`config.mk`:
```
export PLATFORM = sky130hd
export DESIGN_NAME = agc_serial_input
export DESIGN_NICKNAME = d
export VERILOG_FILES = /design/src/rtl/agc_serial_input.sv
export SDC_FILE = /design/constraint.sdc
export NUM_CORES = 1
export LEC_CHECK = 0
export BUFFER_PORTS_ARGS = -buffer_cell sky130_fd_sc_hd__buf_2
export CAP_MARGIN = 5
export CORE_ASPECT_RATIO = 1.25
export CORE_UTILIZATION = 56
export CTS_BUF_LIST = sky130_fd_sc_hd__clkbuf_4 sky130_fd_sc_hd__clkbuf_8
export CTS_CLUSTER_DIAMETER = 100
export DETAILED_ROUTE_END_ITERATION = 8
export HOLD_SLACK_MARGIN = 0.06
export PLACE_DENSITY = 0.8
export SLEW_MARGIN = 20
export SYNTH_ARGS = -nofsm -noshare
export SYNTH_HDL_FRONTEND = slang
export SYNTH_SLANG_ARGS = --single-unit
```
`constraint.sdc`:
```
create_clock -name clock -period 2.5 [get_ports clock]
set_input_delay 0.25 -clock clock [delete_from_list [all_inputs] [get_ports clock]]
set_output_delay 0.25 -clock clock [all_outputs]
set_load 0.01 [all_outputs]
```
`src/rtl/agc_serial_input.sv`:
```
// Serial front end for the AGC input-data buses: 8N1 UART bytes are assembled into
// 3-byte frames (header, data high, data low) that update one of seven held registers.
module agc_serial_input #(
   parameter int unsigned CLKS_PER_BIT  = 16,
   parameter int unsigned FRAME_TIMEOUT = 4096
) (
   input  logic        clock,
   input  logic        reset_n,
   input  logic        serial_rx,
   output logic [14:0] DSKY_VERB_data,
   output logic [14:0] DSKY_NOUN_data,
   output logic [14:0] AXI_G_data,
   output logic [14:0] AXI_M_data,
   output logic [14:0] AXI_RA_data,
   output logic [14:0] AXI_RB_data,
   output logic [14:0] AXI_ATX_data,
   output logic        upd_valid,
   output logic [2:0]  upd_sel,
   output logic        frame_err
);

   localparam int unsigned CntW = $clog2(CLKS_PER_BIT + 1);
   localparam int unsigned TmoW = $clog2(FRAME_TIMEOUT + 1);
   localparam logic [CntW-1:0] BitCnt  = CntW'(CLKS_PER_BIT);
   localparam logic [CntW-1:0] HalfCnt = CntW'(CLKS_PER_BIT / 2);
   localparam logic [TmoW-1:0] TmoLast = TmoW'(FRAME_TIMEOUT - 1);

   typedef enum logic [1:0] {RxIdle, RxStart, RxData, RxStop} rx_state_e;
   typedef enum logic [1:0] {FHdr, FHi, FLo} fr_state_e;

   rx_state_e       rx_q, rx_d;
   fr_state_e       fr_q, fr_d;
   logic            sync1_q, rx_s_q, rx_prev_q;
   logic [CntW-1:0] cnt_q, cnt_d;
   logic [2:0]      bit_q, bit_d;
   logic [7:0]      shift_q, shift_d;
   logic [2:0]      sel_q, sel_d;
   logic [6:0]      hi_q, hi_d;
   logic [TmoW-1:0] tmo_q, tmo_d;
   logic [14:0]     data_q [7];
   logic            upd_valid_q, frame_err_q;
   logic [2:0]      upd_sel_q;
   logic            start_edge, byte_done, byte_err, wr_en, err;

   // Synchronizer and edge history idle high so reset never looks like a start edge.
   always_ff @(posedge clock or negedge reset_n) begin
      if (!reset_n) begin
         sync1_q   <= 1'b1;
         rx_s_q    <= 1'b1;
         rx_prev_q <= 1'b1;
      end else begin
         sync1_q   <= serial_rx;
         rx_s_q    <= sync1_q;
         rx_prev_q <= rx_s_q;
      end
   end

   assign start_edge = (rx_q == RxIdle) && rx_prev_q && !rx_s_q;

   always_comb begin
      rx_d      = rx_q;
      cnt_d     = cnt_q;
      bit_d     = bit_q;
      shift_d   = shift_q;
      byte_done = 1'b0;
      byte_err  = 1'b0;
      unique case (rx_q)
         RxIdle: begin
            if (start_edge) begin
               cnt_d = CntW'(1);
               rx_d  = RxStart;
            end
         end
         RxStart: begin
            if (cnt_q == HalfCnt) begin
               cnt_d = CntW'(1);
               bit_d = '0;
               rx_d  = rx_s_q ? RxIdle : RxData;
            end else begin
               cnt_d = cnt_q + 1'b1;
            end
         end
         RxData: begin
            if (cnt_q == BitCnt) begin
               shift_d = {rx_s_q, shift_q[7:1]};
               cnt_d   = CntW'(1);
               bit_d   = bit_q + 1'b1;
               if (bit_q == 3'd7) rx_d = RxStop;
            end else begin
               cnt_d = cnt_q + 1'b1;
            end
         end
         RxStop: begin
            if (cnt_q == BitCnt) begin
               byte_done = rx_s_q;
               byte_err  = !rx_s_q;
               rx_d      = RxIdle;
            end else begin
               cnt_d = cnt_q + 1'b1;
            end
         end
         default: rx_d = RxIdle;
      endcase
   end

   // Timeout only advances while the line is quiet between bytes of a partial frame.
   always_comb begin
      fr_d  = fr_q;
      sel_d = sel_q;
      hi_d  = hi_q;
      tmo_d = tmo_q;
      wr_en = 1'b0;
      err   = 1'b0;
      if (start_edge || byte_done) begin
         tmo_d = '0;
      end else if (fr_q != FHdr && rx_q == RxIdle) begin
         if (tmo_q == TmoLast) begin
            err   = 1'b1;
            fr_d  = FHdr;
            tmo_d = '0;
         end else begin
            tmo_d = tmo_q + 1'b1;
         end
      end
      if (byte_err) begin
         err  = 1'b1;
         fr_d = FHdr;
      end else if (byte_done) begin
         unique case (fr_q)
            FHdr: begin
               if (shift_q[7:5] == 3'b101 && shift_q[2:0] != 3'b111) begin
                  sel_d = shift_q[2:0];
                  fr_d  = FHi;
               end else begin
                  err = 1'b1;
               end
            end
            FHi: begin
               if (shift_q[7]) begin
                  err  = 1'b1;
                  fr_d = FHdr;
               end else begin
                  hi_d = shift_q[6:0];
                  fr_d = FLo;
               end
            end
            FLo: begin
               wr_en = 1'b1;
               fr_d  = FHdr;
            end
            default: fr_d = FHdr;
         endcase
      end
   end

   always_ff @(posedge clock or negedge reset_n) begin
      if (!reset_n) begin
         rx_q        <= RxIdle;
         fr_q        <= FHdr;
         cnt_q       <= '0;
         bit_q       <= '0;
         shift_q     <= '0;
         sel_q       <= '0;
         hi_q        <= '0;
         tmo_q       <= '0;
         upd_valid_q <= 1'b0;
         upd_sel_q   <= '0;
         frame_err_q <= 1'b0;
         for (int i = 0; i < 7; i++) data_q[i] <= '0;
      end else begin
         rx_q        <= rx_d;
         fr_q        <= fr_d;
         cnt_q       <= cnt_d;
         bit_q       <= bit_d;
         shift_q     <= shift_d;
         sel_q       <= sel_d;
         hi_q        <= hi_d;
         tmo_q       <= tmo_d;
         upd_valid_q <= wr_en;
         frame_err_q <= err;
         if (wr_en) upd_sel_q <= sel_q;
         for (int i = 0; i < 7; i++) begin
            if (wr_en && sel_q == 3'(i)) data_q[i] <= {hi_q, shift_q};
         end
      end
   end

   assign DSKY_VERB_data = data_q[0];
   assign DSKY_NOUN_data = data_q[1];
   assign AXI_G_data     = data_q[2];
   assign AXI_M_data     = data_q[3];
   assign AXI_RA_data    = data_q[4];
   assign AXI_RB_data    = data_q[5];
   assign AXI_ATX_data   = data_q[6];
   assign upd_valid      = upd_valid_q;
   assign upd_sel        = upd_sel_q;
   assign frame_err      = frame_err_q;

endmodule

```
[After elaboration in Yosys (flattened, before gate mapping)]
Index checks and enable logic that the tools add are counted.
Cells by class
  $add $sub $neg: 3
  equality and inequality tests: 23
  muxes and demuxes: 41
  bitwise gates (word level): 2
  reduce and logical (&&, ||, !) cells: 25
Operator list (number)
  2-to-1 mux 13 bit: 3
  2-to-1 mux 2 bit: 13
  2-to-1 mux 5 bit: 4
  case mux 5 bit (4 select lines): 1
  == test 3 bit, second input constant: 5
  2-to-1 mux 1 bit: 14
  adder 13 x 1 -> 13 bit, second input constant: 1
  == test 13 x 12 -> 1 bit, second input constant: 1
  != test 2 bit, second input constant: 6
  logical AND 1 bit: 11
  case mux 2 bit (4 select lines): 1
  AND reduction 4 bit: 2
  == test 2 bit, second input constant: 3
  == test 3 x 2 -> 1 bit, second input constant: 2
  2-to-1 mux 3 bit: 2
  case mux 3 bit (2 select lines): 1
  nonzero test 2 bit: 3
  adder 5 x 1 -> 5 bit, second input constant: 1
  == test 5 x 4 -> 1 bit, second input constant: 1
  == test 5 bit, second input constant: 1
  AND reduction 5 bit: 1
  == test 2 x 1 -> 1 bit, second input constant: 2
  zero test 2 bit: 2
  case mux 2 bit (2 select lines): 1
  10 further kinds: 12
Storage, ports and cells
  register bits after elaboration: 156
  bits of input ports: 3
  output and inout bits: 110

[Logic depth before layout (Yosys ltp)]
Gate-level depths: netlist (run 1).
  word-level depth: 9
  depth in mapped cells: 9

[Worst setup path after synthesis (run 1)]
OpenSTA, ideal clock, no wires.
  path type: register to register
  start: register cnt_q[0]
  end: register data_q (netlist bit AXI_RB_data[10])
  library setup time: 0.125 ns
  arrival time: 1.994 ns
  data required time: 2.375 ns
  path slack: 0.381 ns
  stages on the path, launching flop included: 9
  cells stage by stage: dfrtp_1 -> inv_1 -> ha_1 -> and2b_2 -> and2_4 -> nand4b_2 -> nor2_1 -> buf_4 -> mux2_2
Between the ends
  longest elaborated chain between the ends: 6
  elaborated cells between the ends (all ways): 8
  those cells by class: eq/ne (1); mux (6); reduce/logical (1)
RTL lines
  from (decl): RTL line 34  | logic [CntW-1:0] cnt_q, cnt_d;
  from (signal assigned): RTL line 173  | cnt_q <= cnt_d;
  == test 5 bit (*): RTL line 94  | if (cnt_q == BitCnt) begin
  2-to-1 mux 1 bit: RTL line 94
  2-to-1 mux 1 bit: RTL line 67  | unique case (rx_q)
  2-to-1 mux 1 bit: RTL line 128  | end else if (byte_done) begin
  2-to-1 mux 1 bit (*): RTL line 125  | if (byte_err) begin
  logical AND 1 bit (*): RTL line 183  | if (wr_en && sel_q == 3'(i)) data_q[i] <= {hi_q, shift_q};
  to (signal, indexed assignment): RTL line 183
  to (decl): RTL line 40  | logic [14:0] data_q [7];
Mark *: on every way between the ends. The rest lies on a longest branch, timed or not.
A chain may end at the register's enable or synchronous reset.

[Final worst setup path (run 1)]
  start: register cnt_q[0]
  end: register data_q (netlist bit DSKY_VERB_data[9])
Same word-level chain as after synthesis.

==> results of run 1 <==
## logic make-up (layout without fill, tap and decap cells)
group	Yosys count	after routing	share of synthesized area, %
flip-flops	156	156	60.95
multiplexers	129	129	23.24
AND/OR/NAND/NOR	88	88	7.592
AO/OA/AOI/OAI	41	41	4.255
buffers and inverters	23	166	2.030
XOR/XNOR	7	7	0.9563
adder cells (fa/ha/maj)	5	5	0.9758
## power breakdown
part	internal [mW]	total [mW]	switching, mW
clock	1.04	1.93	0.891
combinational	0.170	0.381	0.211
sequential	2.59	2.72	0.126
## worst min-delay path by stage
| stage | start | endpoint | slack, ns |
|---|---|---|---|
| 6_report | sync1_q | rx_s_q | 0.36 |
| 4_1_cts | sync1_q | rx_s_q | 0.37 |
| 3_3_place_gp | reset_n | DSKY_VERB_data[0] | 0.30 |
| 2_1_floorplan | reset_n | AXI_ATX_data[0] | -0.05 |
| 3_5_place_dp | reset_n | upd_sel[1] | 0.31 |
| 5_1_grt | sync1_q | rx_s_q | 0.37 |
## sequential cells by signal (all words and copies together), names as in the netlist, named ones only
register and count:
AXI_ATX_data 15, AXI_G_data 15, AXI_M_data 15, AXI_RA_data 15
AXI_RB_data 15, DSKY_NOUN_data 15, DSKY_VERB_data 15, bit_q 3
cnt_q 5, fr_q 2, frame_err 1, hi_q 7
rx_prev_q 1, rx_q 1, rx_s_q 1, sel_q 3
shift_q 8, sync1_q 1, tmo_q 13, upd_sel 3
upd_valid 1
## synthesized netlist by cell type (all sizes together)
library cell,count
a21boi,1
a21o,2
a21oi,6
a22o,4
a22oi,1
a2bb2oi,2
a31o,1
a31oi,2
and2,2
and2b,1
and3,1
and3b,1
buf,12
clkbuf,8
dfrtp,153
dfstp,3
ha,5
inv,3
mux2,129
nand2,19
nand2b,2
nand3,8
nand3b,2
nand4,2
nand4b,4
nor2,28
nor2b,5
nor3,3
nor3b,3
nor4,2
o2111ai,3
o211ai,2
o21a,1
o21ai,13
o21bai,1
o31a,2
or3,2
or3b,1
or4,1
or4bb,1
xor2,7
## critical path: stages (launching register included)
cell and delay [ns]:
dfrtp_1 0.42, inv_1 0.08, ha_1 0.18, and2b_2 0.19, and2_4 0.19, nand2_2 0.08
or4_4 0.62, mux2_4 0.36
## per-layer routing
metal	vias to the layer above	routed length, um	part of all wire [%]	track usage, %
li1	1864	-	-	-
met1	2142	5712	41	31.77
met2	97	7274	52	41.98
met3	23	571	4.1	5.909
met4	0	330	2.4	10.80
met5	-	0	0	0
## area by class of cell
type	count	area [um2]
clock buffers	20	269.0
clock inverters	11	142.6
fillers	783	3507
inverters	3	11.26
multi-input cells	270	2384
flip-flops and latches	156	3908
well taps	135	168.9
repair buffers	132	747.0
## through the flow
stage          power, mW  instances  utilization, %  hold WS [ns]
2_1_floorplan      2.996        449               -      -0.04559
3_3_place_gp       3.121        694           64.63        0.3015
3_5_place_dp       3.146        694           64.63        0.3068
4_1_cts            5.066        727           68.51        0.3671
5_1_grt            5.246        727           68.51        0.3734
6_report           5.035        727           68.51        0.3640
==> results.toml, run 1 <==
[detailed_routing]
postRouteAntennaNets = 0
vias_per_cell = 5.675
drc = 10
vias = 4126
routed_wl_um = 13890
drtPass1Iterations = 6
drt_iter0_drc = 164
wl_per_cell_um = 19.10

[synth]
synthCells = 449
yosys.area.top_type_share_pct = 59.72
synth_top_area_cell = "dfrtp_1"
synthesis.nets = 457
yosysWarnings = 0
ys_ff_latch = 156
synth.yosys.seq_area_share_pct = 60.95
syn_avg_cell_area_um2 = 14.28
synth.cell_area_um2 = 6411
netlist-cell-type-count = 53
yosys-top-cells-area = "dfrtp_1, mux2_2, mux2_4"

[sta]
finalSetupViolations = 0
maxSlewViolCount = 0
finClkSkew_ns = 0.01257
achievable-frequency_mhz = 445.1
finalCriticalPeriod_ns = 2.246
fin_ws_ns = 0.2535
tightestPinTransition_ns = 0.6479
period_share_pct = 89.86
relSlewSlack_pct = 56.81
rsz0062_at_grt = "false"
finalSetupTns_ns = 0
finalHoldViolCount = 0

[worst_setup_path]
cp.arrival_ns = 2.57
r2r_end = "DSKY_VERB_data[9]"
required_ns = 2.83
endpoint_kind = "register"
criticalPathCategory = "register to register"
cp-start-kind = "register"
crit_fanout = 15
startpoint = "cnt_q[0]"
r2r_start = "cnt_q[0]"
r2r_slack_ns = 0.25
crit_path_end = "DSKY_VERB_data[9]"
ff2ff_path_depth = 7

[finish]
area.growth.synth_to_final_pct = 19.01
layout_commonest_cell = "dfrtp_1"
drive_gt1_share_pct = 51.86
layout_common_cells = "dfrtp_1, mux2_2, buf_2"
stdcell_area_um2 = 7630
diodes = 0
finalNetCount = 588

[place]
io_buffer_count = 112
postPlaceCellArea_um2 = 7198
place_congestion = 0.8284
dpl.hpwl_um = 9572
dp_worst_setup_slack_ns = 0.2661

[clocking]
cts_inserted_buffers = 17
cts-root-buf = "clkbuf_8"
cts_hold_buf = 2
clock_sinks = 156
cts_setup_buffers = 0
cts-htree-levels = 4
ctsResizeCount = 0
cts.path.max_buffers = 2
clk_pin_slew_ns = 0.08
cts_tree = "done"
clk_latency_ns = 0.45

[run_status]
status = "finished with violations"
violations = "design-rule violations"

[floorplan]
core_area_um2 = 11140
fp-row-count = 43
start_util_pct = 57.57
die_area_um2 = 11880
die_y_um = 121.6
boundaryPins = 113
chipWidth_um = 97.70

[pwr]
power_density_nw_per_um2 = 659.9
peakVddDrop_mv = 0.4020
total_leakage_power_nw = 4.154

[global_routing]
antenna_found_initial = 0
grt_use_total_pct = 25.17
grt.overflow.total = 0
grt_max_degree = 71
grt_pass1_vias = 4330
grt_pass1_wl_um = 22780

[hold_path]
hold_path.class = "register to register"
min_delay_path_depth = 0

[run]
maxCapViolCount = 0
Power figures use the tool's default switching activity.
==> run 2, diff against run 1 <==
Settings changed: CTS_BUF_LIST sky130_fd_sc_hd__clkbuf_4 sky130_fd_sc_hd__clkbuf_8 to unset.
==> run 2 against run 1 <==
The flow still finishes with violations (design-rule violations). Wire length increased by 3.7%. Clock skew is 0.0041 ns lower. Clock-buffer cell count unchanged. Maximum frequency decreased by 1.3%. Highest routed layer unchanged.
==> results.toml, run 2 (same netlist as run 1, synthesis figures left out) <==
[run_status]
status = "finished with violations"
violations = "design-rule violations"

[sta]
worst_hold_slack_ns = 0.3627
finalSetupTns_ns = 0
finClkSkew_ns = 0.008501
tightestPinTransition_ns = 0.6532
period_share_pct = 91.05
achievable-frequency_mhz = 439.3
finalSetupViolations = 0
finalHoldViolCount = 0
relSlewSlack_pct = 56.45
finalCriticalPeriod_ns = 2.276
maxSlewViolCount = 0
rsz0062_at_grt = "false"

[detailed_routing]
drc = 10
drt_iter0_drc = 209
wl_per_cell_um = 19.80
routed_wl_um = 14400
drtPass1Iterations = 6
postRouteAntennaNets = 0
vias_per_cell = 5.766
vias = 4192

[clocking]
cts_hold_buf = 2
ctsResizeCount = 0
clk_pin_slew_ns = 0.06
cts.path.max_buffers = 2
clk_latency_ns = 0.42
cts-root-buf = "clkbuf_16"
cts_inserted_buffers = 17
cts_tree = "done"
cts_setup_buffers = 0
clock_sinks = 156
cts-htree-levels = 4

[worst_setup_path]
criticalPathCategory = "register to register"
endpoint_kind = "register"
cp-start-kind = "register"
required_ns = 2.80
cp.arrival_ns = 2.58
crit_fanout = 15

[global_routing]
use_met3_pct = 5.737
grt_use_met1_pct = 32.82
busiest_layer = "met2"
grt_pass1_wl_um = 23320
grt.overflow.total = 0
grt_max_degree = 71
antenna_found_initial = 0
use_met2_pct = 43.35
grt_pass1_vias = 4383
grt_use_total_pct = 25.80

[run]
maxCapViolCount = 0

[floorplan]
fp-row-count = 43
die_y_um = 121.6
die_area_um2 = 11880
boundaryPins = 113
core_area_um2 = 11140
chipWidth_um = 97.70
start_util_pct = 57.57

[finish]
diodes = 0
drive_gt1_share_pct = 51.69
layout_common_cells = "dfrtp_1, mux2_2, buf_2"
area.growth.synth_to_final_pct = 21.94
layout_commonest_cell = "dfrtp_1"
finalNetCount = 588

[hold_path]
hold_path.class = "register to register"

[pwr]
total_leakage_power_nw = 4.238
power_mw = 5.711
power_density_nw_per_um2 = 730.6
peakVddDrop_mv = 0.5569

[place]
dpl.hpwl_um = 9572
io_buffer_count = 112
place_congestion = 0.8284
[run 2: cell counts in the layout (fill, tap and decap cells not counted)]
Identical to the previous run, type by type.
[run 2: power by group]
| group | total (mW) | switching (mW) | internal [mW] |
|---|---|---|---|
| clock network | 2.60 | 0.981 | 1.61 |
| logic | 0.390 | 0.218 | 0.172 |
| registers | 2.73 | 0.128 | 2.60 |
[run 2: path summary, 6_finish.rpt]
path                       startpoint            endpoint  slack [ns]  cells after the start
hold / removal                sync1_q              rx_s_q        0.36                      0
setup / recovery             cnt_q[1]  DSKY_VERB_data[11]        0.22                      7
min in group asynchronous     reset_n          upd_sel[1]        0.42                      2
hold reg to reg               sync1_q              rx_s_q        0.36                      0
setup reg to reg             cnt_q[1]  DSKY_VERB_data[11]        0.22                      7
max in group asynchronous     reset_n             sync1_q        1.34                      3
[run 2: layout make-up]
type	count	area [um2]
sequential	156	3908
fill	755	3319
multi-input combinational	270	2384
timing repair buffer	132	747.0
clock buffer	20	456.7
tap	135	168.9
clock inverter	11	142.6
inverter	3	11.26
[run 2: per-stage QoR]
step / instance area, um2 / setup WS, ns / util (%) / std cells
global route: 7818 / 0.1157 / 70.19 / 727
detailed placement: 7198 / 0.2661 / 64.63 / 694
CTS: 7818 / 0.2340 / 70.19 / 727
floorplan: 6411 / 0.3810 / - / 449
global placement: 7198 / 0.3334 / 64.63 / 694
finish: 7818 / 0.2237 / 70.19 / 727
[run 2: worst max-delay path, cell delays in order, from the launching register on]
cell	delay (ns)
dfrtp_1	0.41
inv_1	0.08
ha_1	0.20
and2b_2	0.20
and2_4	0.19
nand2_2	0.08
or4_4	0.63
mux2_4	0.36
[run 2: metal layers]
| metal | wire length, um | up-vias |
|---|---|---|
| met5 | 0 | - |
| met1 | 6003 | 2177 |
| met4 | 354 | 0 |
| li1 | - | 1862 |
| met2 | 7448 | 130 |
| met3 | 592 | 23 |
==> run 3, diff against run 2 <==
Settings changed: SETUP_SLACK_MARGIN set to 0.4.
==> run 3 against run 2 <==
Combinational power grew 16%. Clock power rose by 2%. Via count rose by 0.79%. Final area is 2.1% higher. The run still ends with design-rule violations left. Setup slack improved by 0.12 ns. Maximum frequency up 5.8%. Largest cell class unchanged. Cell count rose by 1.4%.
==> results.toml, run 3 (same netlist as run 1, synthesis figures left out) <==
[global_routing]
use_met2_pct = 44.50
grt_pass1_vias = 4312
grt_max_degree = 51
antenna_found_initial = 0
busiest_layer = "met2"
grt_use_met1_pct = 31.28
use_met3_pct = 7.573
grt_pass1_wl_um = 23180
grt.overflow.total = 0
grt_use_total_pct = 26.04

[sta]
rsz0062_at_grt = "true"
finalSetupViolations = 0
relSlewSlack_pct = 52.59
finalCriticalPeriod_ns = 2.152
achievable-frequency_mhz = 464.7
maxSlewViolCount = 0
finalHoldViolCount = 0
worst_hold_slack_ns = 0.3217
finClkSkew_ns = 0.006612
period_share_pct = 86.08
tightestPinTransition_ns = 0.7057
finalSetupTns_ns = 0

[detailed_routing]
routed_wl_um = 14670
drtPass1Iterations = 6
wl_per_cell_um = 19.91
drc = 6
vias_per_cell = 5.733
postRouteAntennaNets = 0
vias = 4225
drt_iter0_drc = 223

[clocking]
clk_latency_ns = 0.42
cts_inserted_buffers = 17
clock_sinks = 156
cts-root-buf = "clkbuf_16"
cts_tree = "done"
clk_pin_slew_ns = 0.06
cts.path.max_buffers = 2
cts-htree-levels = 4

[worst_setup_path]
path_cells = "inv_1 > ha_2 > and2b_2 > and2_4 > nand4b_4 > nor4_4 > buf_6 > mux2_4"
crit_family = "simple AND/OR/NAND/NOR gates"
r2r_end = "DSKY_NOUN_data[10]"
cp.arrival_ns = 2.45
r2r_start = "cnt_q[1]"
crit_slowest_cell = "dfrtp_1"
crit_fanout = 6
endpoint_kind = "register"
r2r_slack_ns = 0.35
criticalPathCategory = "register to register"
required_ns = 2.80
cp-start-kind = "register"
ff2ff_path_depth = 8
crit_buf_inv = 2
slowest_delay_ns = 0.39

[pwr]
power_density_nw_per_um2 = 728.6
peakVddDrop_mv = 0.4253
total_leakage_power_nw = 4.326

[finish]
layout_commonest_cell = "dfrtp_1"
layout_common_cells = "dfrtp_1, mux2_2, buf_2"
stdcell_area_um2 = 7980
multi_input_area_um2 = 2445
final_cell_count_no_fill = 737
drive_gt1_share_pct = 53.16
fin_util_pct = 71.65
finalNetCount = 597
nFillCells = 712
regArea_um2 = 3909
area.growth.synth_to_final_pct = 24.47
diodes = 0

[floorplan]
core_area_um2 = 11140
chipWidth_um = 97.70
die_area_um2 = 11880
die_y_um = 121.6
start_util_pct = 57.57
boundaryPins = 113
fp-row-count = 43

[place]
place_congestion = 0.8495
place_inst = 693
dpl.hpwl_um = 9505
postPlaceCellArea_um2 = 7188
io_buffer_count = 112

[run_status]
violations = "design-rule violations"
status = "finished with violations"

[run]
maxCapViolCount = 0

[hold_path]
hold_path.class = "primary input to async pin"
[run 3: timing repair]
item | 4_1_cts | 5_1_grt
buffers inserted | 3 | 5
hold buffers | 2 | 0
hold endpoints to repair | 41 | 0
pin swaps | 1 | 5
gates cloned | 1 | 1
resized for setup | 4 | 19
setup endpoints to repair | 69 | 86
[run 3: per-stage QoR]
stage / worst slack, ns / total power [mW]
after floorplan: 0.3950 / 2.996
after global placement: 0.3865 / 3.108
after detailed placement: 0.3266 / 3.125
after CTS: 0.4007 / 5.813
after global routing: 0.2409 / 6.017
final: 0.3481 / 5.814
[run 3: where the power goes]
part,switching (mW),total [mW],internal [mW]
registers,0.117,2.72,2.60
clock network,1.02,2.65,1.63
logic,0.236,0.453,0.217
total,1.37,5.81,4.44
[run 3: final cells by class]
class | instances | area share (%)
clock inverters | 13 | 2.038
multi-input cells | 271 | 30.64
inverters | 3 | 0.1411
well taps | 135 | 2.117
repair buffers | 140 | 10.41
flip-flops and latches | 156 | 48.98
clock buffers | 19 | 5.676
[run 3: worst register-to-register path: cells and delay by family, from the launching register on]
family / cells / cell delay (ns)
buffers and inverters: 2 / 0.29
adders and majority gates: 1 / 0.18
DFF: 1 / 0.39
muxes: 1 / 0.33
and+or+nand+nor: 4 / 0.86
[run 3: metal layers]
layer | up-vias | part of all wire, %
li1 | 1888 | -
met1 | 2188 | 41
met2 | 123 | 53
met3 | 26 | 4.3
met4 | 0 | 2.3
met5 | - | 0
[run 3: worst max path at each step]
stage | from | to | cells past startpoint
final | cnt_q[1] | DSKY_NOUN_data[10] | 8
after global routing | cnt_q[1] | DSKY_NOUN_data[10] | 8
after CTS | cnt_q[0] | DSKY_VERB_data[13] | 7
after detailed placement | cnt_q[0] | DSKY_NOUN_data[5] | 8
after global placement | cnt_q[0] | DSKY_VERB_data[10] | 7
after floorplan | cnt_q[0] | DSKY_NOUN_data[10] | 8
